==> src/rtl/mult_pkg.sv <==
// Shared types and sizing helpers for the sequential carry-save multiplier.
// Contents:
//   state_e    - controller state encoding (IDLE, BUSY, RESOLVE, DONE)
//   iter_count - number of BUSY cycles, ceil(width / bpc)
//   acc_width  - carry-save accumulator width, 2*width + 1
package mult_pkg;

    typedef enum logic [1:0] {
        IDLE    = 2'd0,
        BUSY    = 2'd1,
        RESOLVE = 2'd2,
        DONE    = 2'd3
    } state_e;

    function automatic int unsigned iter_count(input int unsigned width,
                                               input int unsigned bpc);
        return (width + bpc - 1) / bpc;
    endfunction

    // One bit wider than the product so the carry-save pair never wraps mid-iteration.
    function automatic int unsigned acc_width(input int unsigned width);
        return 2 * width + 1;
    endfunction

endpackage

==> src/rtl/seq_csa_mult_if.sv <==
// Operand/result handshake bundle for seq_csa_mult.
// Signals:
//   in_valid/in_ready   - operand handshake (x, y)
//   abort               - cancel the operation in flight
//   out_valid/out_ready - result handshake (product, 2*WIDTH bits)
// Modports: master drives operands and consumes results; slave is the multiplier.
interface seq_csa_mult_if #(
    parameter int unsigned WIDTH = 11
) ();

    logic                 in_valid;
    logic                 in_ready;
    logic [WIDTH-1:0]     x;
    logic [WIDTH-1:0]     y;
    logic                 abort;
    logic                 out_valid;
    logic                 out_ready;
    logic [2*WIDTH-1:0]   product;

    modport master (
        output in_valid, x, y, abort, out_ready,
        input  in_ready, out_valid, product
    );

    modport slave (
        input  in_valid, x, y, abort, out_ready,
        output in_ready, out_valid, product
    );

endinterface

==> src/rtl/csa_row.sv <==
// W-bit 3:2 compressor row built from full_adder cells.
// Ports:
//   a_i, b_i, c_i - three W-bit addends
//   sum_o         - bitwise XOR of the addends
//   carry_o       - bitwise majority shifted left by one (MSB majority dropped)
// sum_o + carry_o == a_i + b_i + c_i modulo 2^W.
module csa_row #(
    parameter int unsigned W = 8
) (
    input  logic [W-1:0] a_i,
    input  logic [W-1:0] b_i,
    input  logic [W-1:0] c_i,
    output logic [W-1:0] sum_o,
    output logic [W-1:0] carry_o
);

    logic [W-1:0] maj;

    for (genvar k = 0; k < W; k++) begin : g_fa
        full_adder u_fa (
            .a_i  (a_i[k]),
            .b_i  (b_i[k]),
            .ci_i (c_i[k]),
            .s_o  (sum_o[k]),
            .co_o (maj[k])
        );
    end

    assign carry_o = {maj[W-2:0], 1'b0};

    // Top majority bit falls off the accumulator; callers size W so it is always zero.
    logic unused_maj_msb;
    assign unused_maj_msb = maj[W-1];

endmodule

==> src/rtl/full_adder.sv <==
// Single-bit full adder cell.
// Ports:
//   a_i, b_i, ci_i - addend bits and carry in
//   s_o            - sum bit
//   co_o           - carry out (majority of the three inputs)
module full_adder (
    input  logic a_i,
    input  logic b_i,
    input  logic ci_i,
    output logic s_o,
    output logic co_o
);

    assign s_o  = a_i ^ b_i ^ ci_i;
    assign co_o = (a_i & b_i) | (a_i & ci_i) | (b_i & ci_i);

endmodule

==> src/rtl/seq_csa_mult.sv <==
// Iterative unsigned multiplier: retires BITS_PER_CYCLE partial-product rows per
// cycle into a carry-save accumulator, then resolves with one carry-propagate add.
// Ports:
//   clk     - clock, rising edge
//   reset_n - synchronous active-low reset
//   bus     - seq_csa_mult_if.slave: in_valid/in_ready/x/y, abort,
//             out_valid/out_ready/product (2*WIDTH bits, exact x*y)
// Latency from the accept edge to out_valid: ITER + 1 edges.
module seq_csa_mult
    import mult_pkg::*;
#(
    parameter int unsigned WIDTH          = 11,
    parameter int unsigned BITS_PER_CYCLE = 1
) (
    input  logic          clk,
    input  logic          reset_n,
    seq_csa_mult_if.slave bus
);

    localparam int unsigned ITER  = iter_count(WIDTH, BITS_PER_CYCLE);
    localparam int unsigned ACC_W = acc_width(WIDTH);
    localparam int unsigned YW    = ITER * BITS_PER_CYCLE;
    localparam int unsigned CNT_W = (ITER > 1) ? $clog2(ITER) : 1;
    localparam logic [CNT_W-1:0] LAST = CNT_W'(ITER - 1);

    state_e             state_q, state_d;
    logic [ACC_W-1:0]   x_sh_q;      // multiplicand pre-shifted by count*BITS_PER_CYCLE
    logic [YW-1:0]      y_sh_q;      // multiplier, consumed LSB first
    logic [ACC_W-1:0]   sum_q;
    logic [ACC_W-1:0]   carry_q;
    logic [CNT_W-1:0]   count_q;
    logic [2*WIDTH-1:0] product_q;

    // Carry-save chain: one 3:2 row per partial product retired this cycle.
    logic [ACC_W-1:0] s_chain [BITS_PER_CYCLE+1];
    logic [ACC_W-1:0] c_chain [BITS_PER_CYCLE+1];
    logic [ACC_W-1:0] row     [BITS_PER_CYCLE];

    assign s_chain[0] = sum_q;
    assign c_chain[0] = carry_q;

    for (genvar i = 0; i < BITS_PER_CYCLE; i++) begin : g_rows
        assign row[i] = y_sh_q[i] ? (x_sh_q << i) : '0;

        csa_row #(
            .W (ACC_W)
        ) u_csa (
            .a_i     (s_chain[i]),
            .b_i     (c_chain[i]),
            .c_i     (row[i]),
            .sum_o   (s_chain[i+1]),
            .carry_o (c_chain[i+1])
        );
    end

    // Final carry-propagate add; only the low 2*WIDTH bits are meaningful.
    logic [ACC_W-1:0] cpa;
    assign cpa = sum_q + carry_q;

    logic unused_cpa_msb;
    assign unused_cpa_msb = cpa[ACC_W-1];

    // State register
    always_ff @(posedge clk) begin
        if (!reset_n) begin
            state_q <= IDLE;
        end else begin
            state_q <= state_d;
        end
    end

    // Next-state logic
    always_comb begin
        state_d = state_q;
        unique case (state_q)
            IDLE: begin
                // abort alongside in_valid is ignored: the operands are taken.
                if (bus.in_valid) state_d = BUSY;
            end
            BUSY: begin
                if (bus.abort)            state_d = IDLE;
                else if (count_q == LAST) state_d = RESOLVE;
            end
            RESOLVE: begin
                state_d = bus.abort ? IDLE : DONE;
            end
            DONE: begin
                if (bus.out_ready) state_d = IDLE;
            end
            default: state_d = IDLE;
        endcase
    end

    // Outputs
    always_comb begin
        bus.in_ready  = (state_q == IDLE);
        bus.out_valid = (state_q == DONE);
    end

    assign bus.product = product_q;

    // Datapath
    always_ff @(posedge clk) begin
        if (!reset_n) begin
            x_sh_q    <= '0;
            y_sh_q    <= '0;
            sum_q     <= '0;
            carry_q   <= '0;
            count_q   <= '0;
            product_q <= '0;
        end else begin
            case (state_q)
                IDLE: begin
                    if (bus.in_valid) begin
                        x_sh_q  <= ACC_W'(bus.x);
                        y_sh_q  <= YW'(bus.y);
                        sum_q   <= '0;
                        carry_q <= '0;
                        count_q <= '0;
                    end
                end
                BUSY: begin
                    if (!bus.abort) begin
                        sum_q   <= s_chain[BITS_PER_CYCLE];
                        carry_q <= c_chain[BITS_PER_CYCLE];
                        x_sh_q  <= x_sh_q << BITS_PER_CYCLE;
                        y_sh_q  <= y_sh_q >> BITS_PER_CYCLE;
                        count_q <= count_q + CNT_W'(1);
                    end
                end
                RESOLVE: begin
                    if (!bus.abort) product_q <= cpa[2*WIDTH-1:0];
                end
                default: ;
            endcase
        end
    end

endmodule

==> src/flat_wrapper.sv <==
// flat-port wrapper written by rule: the top's interface ports become plain ports
module seq_csa_mult_flat import mult_pkg::*;
#(
    parameter int unsigned WIDTH          = 11,
    parameter int unsigned BITS_PER_CYCLE = 1
)
  (clk, reset_n, bus_in_valid, bus_x, bus_y, bus_abort, bus_out_ready, bus_in_ready, bus_out_valid, bus_product);
  seq_csa_mult_if #(.WIDTH(WIDTH)) bus_i ();
  input  logic clk;
  input  logic reset_n;
  input wire logic [$bits(bus_i.in_valid)-1:0] bus_in_valid;
  input wire logic [$bits(bus_i.x)-1:0] bus_x;
  input wire logic [$bits(bus_i.y)-1:0] bus_y;
  input wire logic [$bits(bus_i.abort)-1:0] bus_abort;
  input wire logic [$bits(bus_i.out_ready)-1:0] bus_out_ready;
  output wire logic [$bits(bus_i.in_ready)-1:0] bus_in_ready;
  output wire logic [$bits(bus_i.out_valid)-1:0] bus_out_valid;
  output wire logic [$bits(bus_i.product)-1:0] bus_product;
  assign bus_i.in_valid = bus_in_valid;
  assign bus_i.x = bus_x;
  assign bus_i.y = bus_y;
  assign bus_i.abort = bus_abort;
  assign bus_i.out_ready = bus_out_ready;
  assign bus_in_ready = bus_i.in_ready;
  assign bus_out_valid = bus_i.out_valid;
  assign bus_product = bus_i.product;
  seq_csa_mult #(.WIDTH(WIDTH), .BITS_PER_CYCLE(BITS_PER_CYCLE)) u_core (.clk(clk), .reset_n(reset_n), .bus(bus_i));
endmodule
==> config.mk <==
export PLATFORM = sky130hd
export DESIGN_NAME = seq_csa_mult_flat
export DESIGN_NICKNAME = d
export VERILOG_FILES = /design/src/rtl/mult_pkg.sv /design/src/rtl/seq_csa_mult_if.sv /design/src/rtl/csa_row.sv /design/src/rtl/full_adder.sv /design/src/rtl/seq_csa_mult.sv /design/src/flat_wrapper.sv
export SDC_FILE = /design/constraint.sdc
export NUM_CORES = 1
export LEC_CHECK = 0
export ABC_AREA = 1
export CAP_MARGIN = 5
export CORE_MARGIN = 1
export CORE_UTILIZATION = 46
export DETAILED_ROUTE_END_ITERATION = 8
export GPL_TIMING_DRIVEN = 0
export PLACE_DENSITY = 0.62
export REMOVE_ABC_BUFFERS = 1
export SLEW_MARGIN = 20
export SYNTH_ARGS = -nofsm -noshare
export SYNTH_HDL_FRONTEND = slang
export SYNTH_HIERARCHICAL = 1
export SYNTH_SLANG_ARGS = --single-unit
==> constraint.sdc <==
create_clock -name clk -period 4.97 [get_ports clk]
set_input_delay 0.497 -clock clk [delete_from_list [all_inputs] [get_ports clk]]
set_output_delay 0.497 -clock clk [all_outputs]
set_load 0.1 [all_outputs]
Yosys cells after proc, flatten, opt, wreduce, memory -nomap -nowiden
Cells that the tools add are included.
{"block": "totals", "ff_bits": 108, "latch_bits": 0, "ramBits": 0, "rom_bits": 0, "in_bits": 27, "output_inout_bits": 24, "word_cells": 200, "mem_count": 0}
{"block": "classes", "n_addsub": 2, "n_mul": 0, "n_div": 0, "order_cmp": 0, "n_eq_ne": 8, "n_shift": 0, "mux": 21, "bitwise": 157, "n_reduce_logical": 5}
{"cell": "two-way mux 23 bit", "n": 6}
{"cell": "one-hot mux 23 bit (2 select lines)", "n": 3}
{"cell": "bitwise AND 1 bit", "n": 66}
{"cell": "XOR 1 bit", "n": 46}
{"cell": "bitwise OR 1 bit", "n": 44}
{"cell": "adder 22 bit", "n": 1}
{"cell": "two-way mux 11 bit", "n": 2}
{"cell": "one-hot mux 11 bit (2 select lines)", "n": 1}
{"cell": "two-way mux 2 bit", "n": 5}
{"cell": "two-way mux 4 bit", "n": 2}
{"cell": "one-hot mux 2 bit (4 select lines)", "n": 1}
{"cell": "one-hot mux 4 bit (2 select lines)", "n": 1}
{"cell": "inequality test 2 bit (second input constant)", "n": 3}
{"cell": "AND reduction 3 bit", "n": 2}
{"cell": "adder 4 x 1 -> 4 bit (second input constant)", "n": 1}
{"cell": "equality test 2 bit (second input constant)", "n": 2}
{"cell": "equality test 4 bit (second input constant)", "n": 1}
{"cell": "inequality test 3 x 2 -> 1 bit (second input constant)", "n": 1}
{"cell": "equality test 2 x 1 -> 1 bit (second input constant)", "n": 1}
{"cell": "logical NOT 2 bit", "n": 1}
{"cell": "AND reduction 2 bit", "n": 1}
{"cell": "nonzero test 2 bit", "n": 1}
{"cell": "NOT 1 bit", "n": 1}

Logic depth before layout (Yosys ltp)
Gate-level depths: netlist of run 1.
{"block": "depth", "word_depth": 6, "depth_mapped": 14}

Hierarchy
Netlist of run 1, hierarchy kept.
{"mod": "seq_csa_mult", "n_inst": 1, "cells_each": 873, "area_per_inst_um2": 5834.3, "seq_area_each_um2": 2162.1}
{"mod": "full_adder", "n_inst": 23, "cells_each": 1, "area_per_inst_um2": 20.0, "seq_area_each_um2": 0.0}
{"mod": "csa_row", "n_inst": 1, "cells_each": 2, "area_per_inst_um2": 11.3, "seq_area_each_um2": 0.0}

Worst setup path after synthesis of run 1
Ideal clock, no wire load.
{"block": "synth_path", "path_kind": "flip-flop to flip-flop", "from": "register u_core.state_q[1]", "to": "register u_core.x_sh_q[10]", "arrival_time_ps": 1941, "t_required_ps": 4847, "setup_slack_ps": 2906, "path_stages_with_launch": 9, "path_buffers": 2, "cell_sequence": "dfxtp_1 -> nor2_2 -> inv_2 -> nor2_2 -> nor2_4 -> inv_4 -> buf_6 -> buf_4 -> a31oi_1"}
{"block": "synth_between", "elab_chain_len": 3, "word_cells_on_any_way": 7, "classes_between": "eq/ne (3); mux (1); reduce/logical (3)"}
{"element": "start, declared", "line": "seq_csa_mult.sv:26", "text": "state_e state_q, state_d;"}
{"element": "start signal, assigned", "line": "seq_csa_mult.sv:68", "text": "state_q <= state_d;"}
{"element": "logical NOT 2 bit (*)"}
{"element": "net bus_in_ready", "line": "flat_wrapper.sv:16", "text": "output wire logic [$bits(bus_i.in_ready)-1:0] bus_in_ready;"}
{"element": "inequality test 2 bit (no line) or nonzero test 2 bit (tied branches)"}
{"element": "AND reduction 3 bit (no line)"}
{"element": "end signal, assigned", "line": "seq_csa_mult.sv:115", "text": "x_sh_q <= ACC_W'(bus.x);"}
{"element": "end signal, assigned", "line": "seq_csa_mult.sv:126", "text": "x_sh_q <= x_sh_q << BITS_PER_CYCLE;"}
{"element": "end, declared", "line": "seq_csa_mult.sv:27", "text": "logic [ACC_W-1:0] x_sh_q;"}
Mark *: on every way through the listed nets, which the timed path passes. The rest lies on a longest branch.
A chain may end at the register's enable or synchronous reset.

Final worst setup path of run 1
{"block": "layout_path", "from": "register u_core.state_q[1]", "to": "register u_core.count_q[3]"}
{"block": "layout_between", "elab_chain_len": 3, "word_cells_on_any_way": 7, "classes_between": "eq/ne (3); mux (1); reduce/logical (3)"}
{"element": "equality test 2 x 1 -> 1 bit or logical NOT 2 bit (tied branches)", "line": "seq_csa_mult.sv:112", "text": "case (state_q)"}
{"element": "inequality test 2 bit (no line) or nonzero test 2 bit (tied branches)"}
{"element": "AND reduction 3 bit (no line)"}
{"element": "end signal, assigned", "line": "seq_csa_mult.sv:128", "text": "count_q <= count_q + CNT_W'(1);"}
{"element": "end, declared", "line": "seq_csa_mult.sv:31", "text": "logic [CNT_W-1:0] count_q;"}
Parallel ways exist; a longest one is shown, timed or not.

==> results of run 1 <==
==> power by group <==
part | switching (mW) | leakage [nW] | internal, mW | total (mW)
registers | 0.128 | 0.863 | 0.977 | 1.10
clock network | 0.324 | 0.150 | 0.404 | 0.728
logic | 0.624 | 2.50 | 0.304 | 0.928
==> layout make-up <==
cell class	instances	share of cell area, %
clock buffers	11	3.47
repair buffers	54	8.01
multi-input cells	612	48.1
clock inverters	5	0.769
inverters	121	6.56
well taps	172	3.08
flip-flops and latches	105	30.0
==> worst min-delay path, stage by stage (launching register included) <==
cell and delay, ps:
dfxtp_1 310, nand2_1 60, a21oi_1 50
==> sequential cells by signal, indices dropped and copies added (netlist names) <==
register and flops:
u_core/bus.product 22, u_core/carry_q 22, u_core/sum_q 22, u_core/x_sh_q 22, u_core/y_sh_q 11, u_core/count_q 4, u_core/state_q 2
==> per-layer routing <==
metal / vias to the layer above / global-route usage, % / share of wire [%]
met5: - / 0 / 0
met4: 0 / 7.45 / 1.4
met3: 13 / 2.52 / 3.1
met2: 99 / 33.2 / 44
met1: 2534 / 30.4 / 52
li1: 2853 / - / -
==> layout by cell type (no fill, tap or decap), drive strengths merged, types with 2 or more instances in the layout <==
master and n:
nand2 216, inv 122, dfxtp 105, nor2 88, o21ai 86, a21oi 74, clkdlybuf4s50 49, nand3 38
fa 23, ha 23, a31oi 20, o21a 13, clkbuf 11, o21bai 8, xor2 6, buf 5
a211oi 4, nand4 4, clkinv 3, xnor2 3, nor3 2
==> path summary, 6_finish.rpt <==
| check | from | to | cells after the start |
|---|---|---|---|
| worst max-delay path | u_core/state_q[1]$_SDFFE_PN0P_ | u_core/count_q[3]$_SDFFE_PN0P_ | 8 |
| worst min-delay path | u_core/bus.product[2]$_SDFFE_PN0P_ | u_core/bus.product[2]$_SDFFE_PN0P_ | 2 |
| worst max register to register | u_core/state_q[1]$_SDFFE_PN0P_ | u_core/count_q[3]$_SDFFE_PN0P_ | 8 |
| worst min register to register | u_core/bus.product[2]$_SDFFE_PN0P_ | u_core/bus.product[2]$_SDFFE_PN0P_ | 2 |
==> impl_metrics.json, run 1 <==
{
  "diodes": 0,
  "p_leak_nw": 3.52,
  "wl_per_cell_um": 13.0,
  "rsz0062_at_grt": "false",
  "dp.final_hpwl_mm": 9.73,
  "drv_cap": 0,
  "max-slew-margin-rel_pct": 34.4,
  "critPathSlowestCell": "nor2_4",
  "fmax_mhz": 379,
  "syn2layout_area_growth_pct": 13.2,
  "critical_path.max_stage_delay_ps": 640,
  "dieArea_um2": 13900,
  "place.port_buffers": 50,
  "cp-start-kind": "flip-flop",
  "syn-cell-area_um2": 6180,
  "end_kind": "flip-flop",
  "hp-class": "flip-flop to flip-flop",
  "seqCellArea_um2": 2100,
  "drt_first_pass_iters": 4,
  "hold_viol_final": 0,
  "insertion_delay_ps": 360,
  "grt_max_degree": 98,
  "final_layout_size_suffix_gt1_share_pct": 3.52,
  "whs_ps": 471,
  "vias": 5499,
  "initial_core_util_pct": 48.0,
  "path_class": "flip-flop to flip-flop",
  "r2r_setup_slack_ps": 2330,
  "ctsResizeCount": 0,
  "final_area_um2": 7000,
  "path_cells": "inv_2, nand2_2, nor2_2, nor2_4, inv_4, nand4_1, xor2_1, nor2_1",
  "multi_input_area_um2": 3360,
  "rows": 41,
  "vdd_drop_max_mv": 0.160,
  "place_area_um2": 6700,
  "worst_pin_slew_ps": 981,
  "crit_fanout": 97,
  "grt_pass1_vias": 5190,
  "worst-path-buf-inv": 2,
  "holdBufCountCts": 0,
  "cts_tree": "done",
  "grt_pass1_wl_mm": 24.4,
  "die_h_um": 118,
  "clkSinkCount": 105,
  "root_buffer": "clkbuf_16",
  "place_ws_ps": 2120,
  "final_core_util_pct": 54.3,
  "fin_total_pwr_mw": 2.76,
  "gr-total-overflow": 0,
  "cts.clk_slew.worst_paths_ps": 70,
  "ant_nets": 0,
  "setup_viol": 0,
  "drtIter0Drc": 282,
  "drc": 0,
  "worst_slack_ps": 2330,
  "slew_viol_final": 0,
  "synth_area_per_cell_um2": 7.00,
  "worstPathArrival_ps": 2870,
  "nNetsFinal": 976,
  "period_minus_slack_ps": 2640,
  "fillers": 1243,
  "die_w_um": 118,
  "cpLargestDelayFamily": "simple AND/OR/NAND/NOR gates",
  "synthCells": 883,
  "status": "finished clean",
  "place_inst": 1064,
  "clock_skew_ps": 5.77,
  "p_per_area_nw_per_um2": 395,
  "clockBufferDepth": 2,
  "worstPathRequired_ps": 5210,
  "period_share_pct": 53.0,
  "core-area_um2": 12900,
  "io_pins": 51,
  "routed_wl_mm": 14.1,
  "cts-buffers-inserted": 9,
  "instances_no_fill": 1080,
  "grt_antenna_before_repair": 0,
  "post_cts_buffers": 0,
  "avgViaCountPerCell": 5.09,
  "yosysWarnings": 6,
  "grt.total_usage_pct": 21.4,
  "routabilityCongestion": 0.854,
  "fin_tns_setup_ps": 0,
  "cts_max_level": 3
}
Note: power is estimated with default switching activity, not from simulation.
==> run 2, diff against run 1 <==
==> constraint.sdc (replaced) <==
create_clock -name clk -period 2.71 [get_ports clk]
set_input_delay 0.271 -clock clk [delete_from_list [all_inputs] [get_ports clk]]
set_output_delay 0.271 -clock clk [all_outputs]
set_load 0.1 [all_outputs]
==> impl_metrics.json, run 2 (synthesis gave the netlist of run 1 again) <==
{
  "worstPathRequired_ps": 3000,
  "hp-class": "input port to flip-flop",
  "routabilityCongestion": 0.854,
  "insertion_delay_ps": 360,
  "ant_nets": 0,
  "crit_fanout": 97,
  "place.port_buffers": 50,
  "avgViaCountPerCell": 5.09,
  "die_h_um": 118,
  "critical_path.max_stage_delay_ps": 470,
  "wl_per_cell_um": 13.1,
  "cts_tree": "done",
  "drt_first_pass_iters": 7,
  "gr-total-overflow": 0,
  "drv_cap": 0,
  "grt_antenna_before_repair": 0,
  "nNetsFinal": 977,
  "post_cts_buffers": 0,
  "setup_viol": 0,
  "p_leak_nw": 3.52,
  "worstPathArrival_ps": 2630,
  "period_minus_slack_ps": 2340,
  "final_area_um2": 7000,
  "critPathSlowestCell": "inv_6",
  "routed_wl_mm": 14.2,
  "fin_tns_setup_ps": 0,
  "place_area_um2": 6700,
  "die_w_um": 118,
  "clock_skew_ps": 4.26,
  "diodes": 0,
  "fmax_mhz": 428,
  "grt_max_degree": 98,
  "worst-path-buf-inv": 1,
  "slew_viol_final": 0,
  "path_cells": "nand2_2, nor2_2, nor2_4, inv_6, nand4_1, xor2_1, nor2_1",
  "final_common_cell": "nand2_1",
  "place_inst": 1064,
  "r2r_setup_slack_ps": 370,
  "initial_core_util_pct": 48.0,
  "ctsResizeCount": 0,
  "drtIter0Drc": 281,
  "io_pins": 51,
  "place_ws_ps": 71.8,
  "core-area_um2": 12900,
  "clockBufferDepth": 2,
  "dp.final_hpwl_mm": 9.73,
  "vias": 5504,
  "clkSinkCount": 105,
  "cts_max_level": 3,
  "cts-buffers-inserted": 9,
  "worst_slack_ps": 374,
  "drc": 0,
  "syn2layout_area_growth_pct": 13.4,
  "hold_viol_final": 0,
  "vdd_drop_max_mv": 0.293,
  "holdBufCountCts": 0,
  "grt.total_usage_pct": 21.4,
  "path_class": "flip-flop to flip-flop",
  "grt_pass1_wl_mm": 24.4,
  "final_layout_size_suffix_gt1_share_pct": 3.63,
  "rows": 41,
  "worst_pin_slew_ps": 981,
  "root_buffer": "clkbuf_16",
  "seqCellArea_um2": 2100,
  "instances_no_fill": 1081,
  "status": "finished clean",
  "fin_total_pwr_mw": 5.08,
  "cts.clk_slew.worst_paths_ps": 70,
  "fillers": 1244,
  "multi_input_area_um2": 3370,
  "end_kind": "flip-flop",
  "grt_pass1_vias": 5190,
  "cp-start-kind": "flip-flop",
  "layout_common_cells": "nand2_1, inv_1, dfxtp_1",
  "dieArea_um2": 13900,
  "cpLargestDelayFamily": "simple AND/OR/NAND/NOR gates",
  "rsz0062_at_grt": "false",
  "period_share_pct": 86.2,
  "max-slew-margin-rel_pct": 34.4,
  "p_per_area_nw_per_um2": 725
}
-- run 2: changes by cell type in the layout (fill, tap and decap cells not counted) --
cell	delta
inv_4	-1
inv_6	+1
nor2_2	+1
-- run 2: per-stage QoR --
stage               hold WS [ps]  utilization [%]
floorplan                    397                -
global placement             451             51.5
detailed placement           459             52.0
CTS                          321             54.3
global route                 344             54.4
finish                       331             54.4
-- run 2: worst reg2reg max path, delay by kind of cell (launching register included) --
kind,cells,cell delay (ps)
xor gates and xnor gates,1,180
buffers and inverters,1,470
DFF,1,440
and+or+nand+nor,5,1190
-- run 2: layer usage --
layer | GRT usage (%) | up-vias | wire [um]
met3 | 2.52 | 13 | 545
met4 | 7.45 | 0 | 195
met5 | 0 | - | 0
li1 | - | 2857 | -
met1 | 30.4 | 2527 | 7260
met2 | 33.2 | 107 | 6150
-- run 2: area by class of cell --
cell class | count | share of cell area [%]
clock buffer | 11 | 3.47
clock inverter | 5 | 0.768
inverter | 121 | 6.59
multi-input combinational | 613 | 48.1
sequential | 105 | 30.0
tap | 172 | 3.07
timing repair buffer | 54 | 8.00
-- run 2: worst paths after layout --
path                                                    startpoint                                  to  cells after the start
worst max-delay path                u_core/state_q[0]$_SDFFE_PN0P_      u_core/count_q[3]$_SDFFE_PN0P_                      7
worst min-delay path                                       reset_n  u_core/bus.product[1]$_SDFFE_PN0P_                      3
worst max register to register      u_core/state_q[0]$_SDFFE_PN0P_      u_core/count_q[3]$_SDFFE_PN0P_                      7
worst min register to register  u_core/bus.product[2]$_SDFFE_PN0P_  u_core/bus.product[2]$_SDFFE_PN0P_                      2
-- run 2: power breakdown --
part | leakage, nW | switching (mW) | internal (mW)
Clock | 0.150 | 0.598 | 0.741
Sequential | 0.863 | 0.236 | 1.79
Combinational | 2.50 | 1.15 | 0.559
Total | 3.52 | 1.98 | 3.09
==> run 3, diff against run 2 <==
--- a/config.mk
+++ b/config.mk
@@ -7,6 +7,7 @@
 export LEC_CHECK = 0
 export ABC_AREA = 1
 export CAP_MARGIN = 5
+export CORE_ASPECT_RATIO = 1.5
 export CORE_MARGIN = 1
 export CORE_UTILIZATION = 46
 export DETAILED_ROUTE_END_ITERATION = 8
==> impl_metrics.json, run 3 (synthesis gave the netlist of run 1 again) <==
{
  "syn2layout_area_growth_pct": 13.4,
  "fillers": 1325,
  "place_area_um2": 6690,
  "core-area_um2": 13000,
  "max-slew-margin-rel_pct": 34.5,
  "routed_wl_mm": 13.9,
  "period_minus_slack_ps": 2470,
  "place_ws_ps": -58.7,
  "die_h_um": 144,
  "hold_viol_final": 0,
  "cp-start-kind": "flip-flop",
  "grt_pass1_wl_mm": 24.0,
  "setup_viol": 0,
  "slew_viol_final": 0,
  "fmax_mhz": 405,
  "reg2reg_depth": 8,
  "worstPathArrival_ps": 2710,
  "vias": 5542,
  "clkSinkCount": 105,
  "gr-total-overflow": 0,
  "root_buffer": "clkbuf_16",
  "initial_core_util_pct": 47.5,
  "ant_nets": 0,
  "path_class": "flip-flop to flip-flop",
  "fin_tns_setup_ps": 0,
  "final_core_util_pct": 53.8,
  "worstPathRequired_ps": 2950,
  "layout_common_cells": "nand2_1, inv_1, dfxtp_1",
  "insertion_delay_ps": 350,
  "final_common_cell": "nand2_1",
  "grt_antenna_before_repair": 0,
  "p_leak_nw": 3.52,
  "cts_tree": "done",
  "grt_max_degree": 98,
  "dp.final_hpwl_mm": 9.70,
  "place.port_buffers": 50,
  "post_cts_buffers": 0,
  "drt_first_pass_iters": 4,
  "wl_per_cell_um": 13.0,
  "cts.clk_slew.worst_paths_ps": 70,
  "die_w_um": 96.6,
  "cts-buffers-inserted": 9,
  "grt.total_usage_pct": 20.8,
  "drtIter0Drc": 284,
  "instances_no_fill": 1068,
  "worst_pin_slew_ps": 979,
  "worst_slack_ps": 238,
  "vdd_drop_max_mv": 0.376,
  "drv_cap": 0,
  "end_kind": "flip-flop",
  "clockBufferDepth": 2,
  "status": "finished clean",
  "drc": 0,
  "final_area_um2": 7010,
  "diodes": 0,
  "io_pins": 51,
  "crit_fanout": 97,
  "avgViaCountPerCell": 5.19,
  "hp-class": "input port to flip-flop",
  "final_layout_size_suffix_gt1_share_pct": 3.74,
  "rsz0062_at_grt": "false",
  "holdBufCountCts": 0,
  "worstHoldPathCells": 3,
  "cts_max_level": 3,
  "dieArea_um2": 13900,
  "clock_skew_ps": 6.48,
  "grt_pass1_vias": 5320,
  "routabilityCongestion": 0.843,
  "place_inst": 1051,
  "p_per_area_nw_per_um2": 725,
  "nNetsFinal": 977,
  "rows": 51,
  "period_share_pct": 91.2
}
-- run 3: cell count changes in the layout (fill, tap and decap cells not counted), sizes merged --
cell      previous run  this run
clkbuf              11        10
clkinvlp             0         1
inv                122       123
clkinv               3         2
-- run 3: stage by stage --
step                total power [mW]  hold WS, ps
floorplan                       3.25          397
global placement                3.69          455
detailed placement              3.76          463
CTS                             5.12          366
global route                    5.43          388
finish                          5.08          366
-- run 3: path summary, 6_finish.rpt --
kind	startpoint	slack, ps	to
max	u_core/state_q[0]$_SDFFE_PN0P_	240	u_core/count_q[3]$_SDFFE_PN0P_
min	reset_n	370	u_core/x_sh_q[19]$_SDFFE_PN0P_
max reg2reg	u_core/state_q[0]$_SDFFE_PN0P_	240	u_core/count_q[3]$_SDFFE_PN0P_
min reg2reg	u_core/y_sh_q[10]$_SDFFE_PN0P_	470	u_core/y_sh_q[10]$_SDFFE_PN0P_
-- run 3: worst max-delay path, cell delays in order (launching register included) --
cell     delay, ps
dfxtp_1        450
nand2_2        340
nor2_2         390
nor2_4         170
buf_12         210
inv_8          340
nand4_1        200
xor2_1         170
nor2_1          50
-- run 3: where the power goes --
group / switching (mW) / internal, mW
clock: 0.606 / 0.746
sequential: 0.229 / 1.79
combinational: 1.15 / 0.559
-- run 3: layout make-up --
class | instances | area [um2] | share of cell area, %
well taps | 159 | 199 | 2.84
inverters | 121 | 464 | 6.63
repair buffers | 54 | 568 | 8.11
clock buffers | 10 | 239 | 3.41
clock inverters | 6 | 65.1 | 0.929
flip-flops and latches | 105 | 2100 | 30.0
multi-input cells | 613 | 3370 | 48.1
-- run 3: timing repair --
item | in CTS | in global routing
endpoints found under the setup margin | 18 | 1
gates cloned | 1 | 0
resized for setup | 1 | 1
pin swaps | 1 | 0
-- run 3: per-layer routing --
metal | GRT usage (%) | vias to the layer above | part of all wire [%]
li1 | - | 2852 | -
met5 | 0 | - | 0
met3 | 2.58 | 20 | 3.4
met2 | 36.9 | 103 | 49
met4 | 7.23 | 0 | 1.9
met1 | 26.1 | 2567 | 45
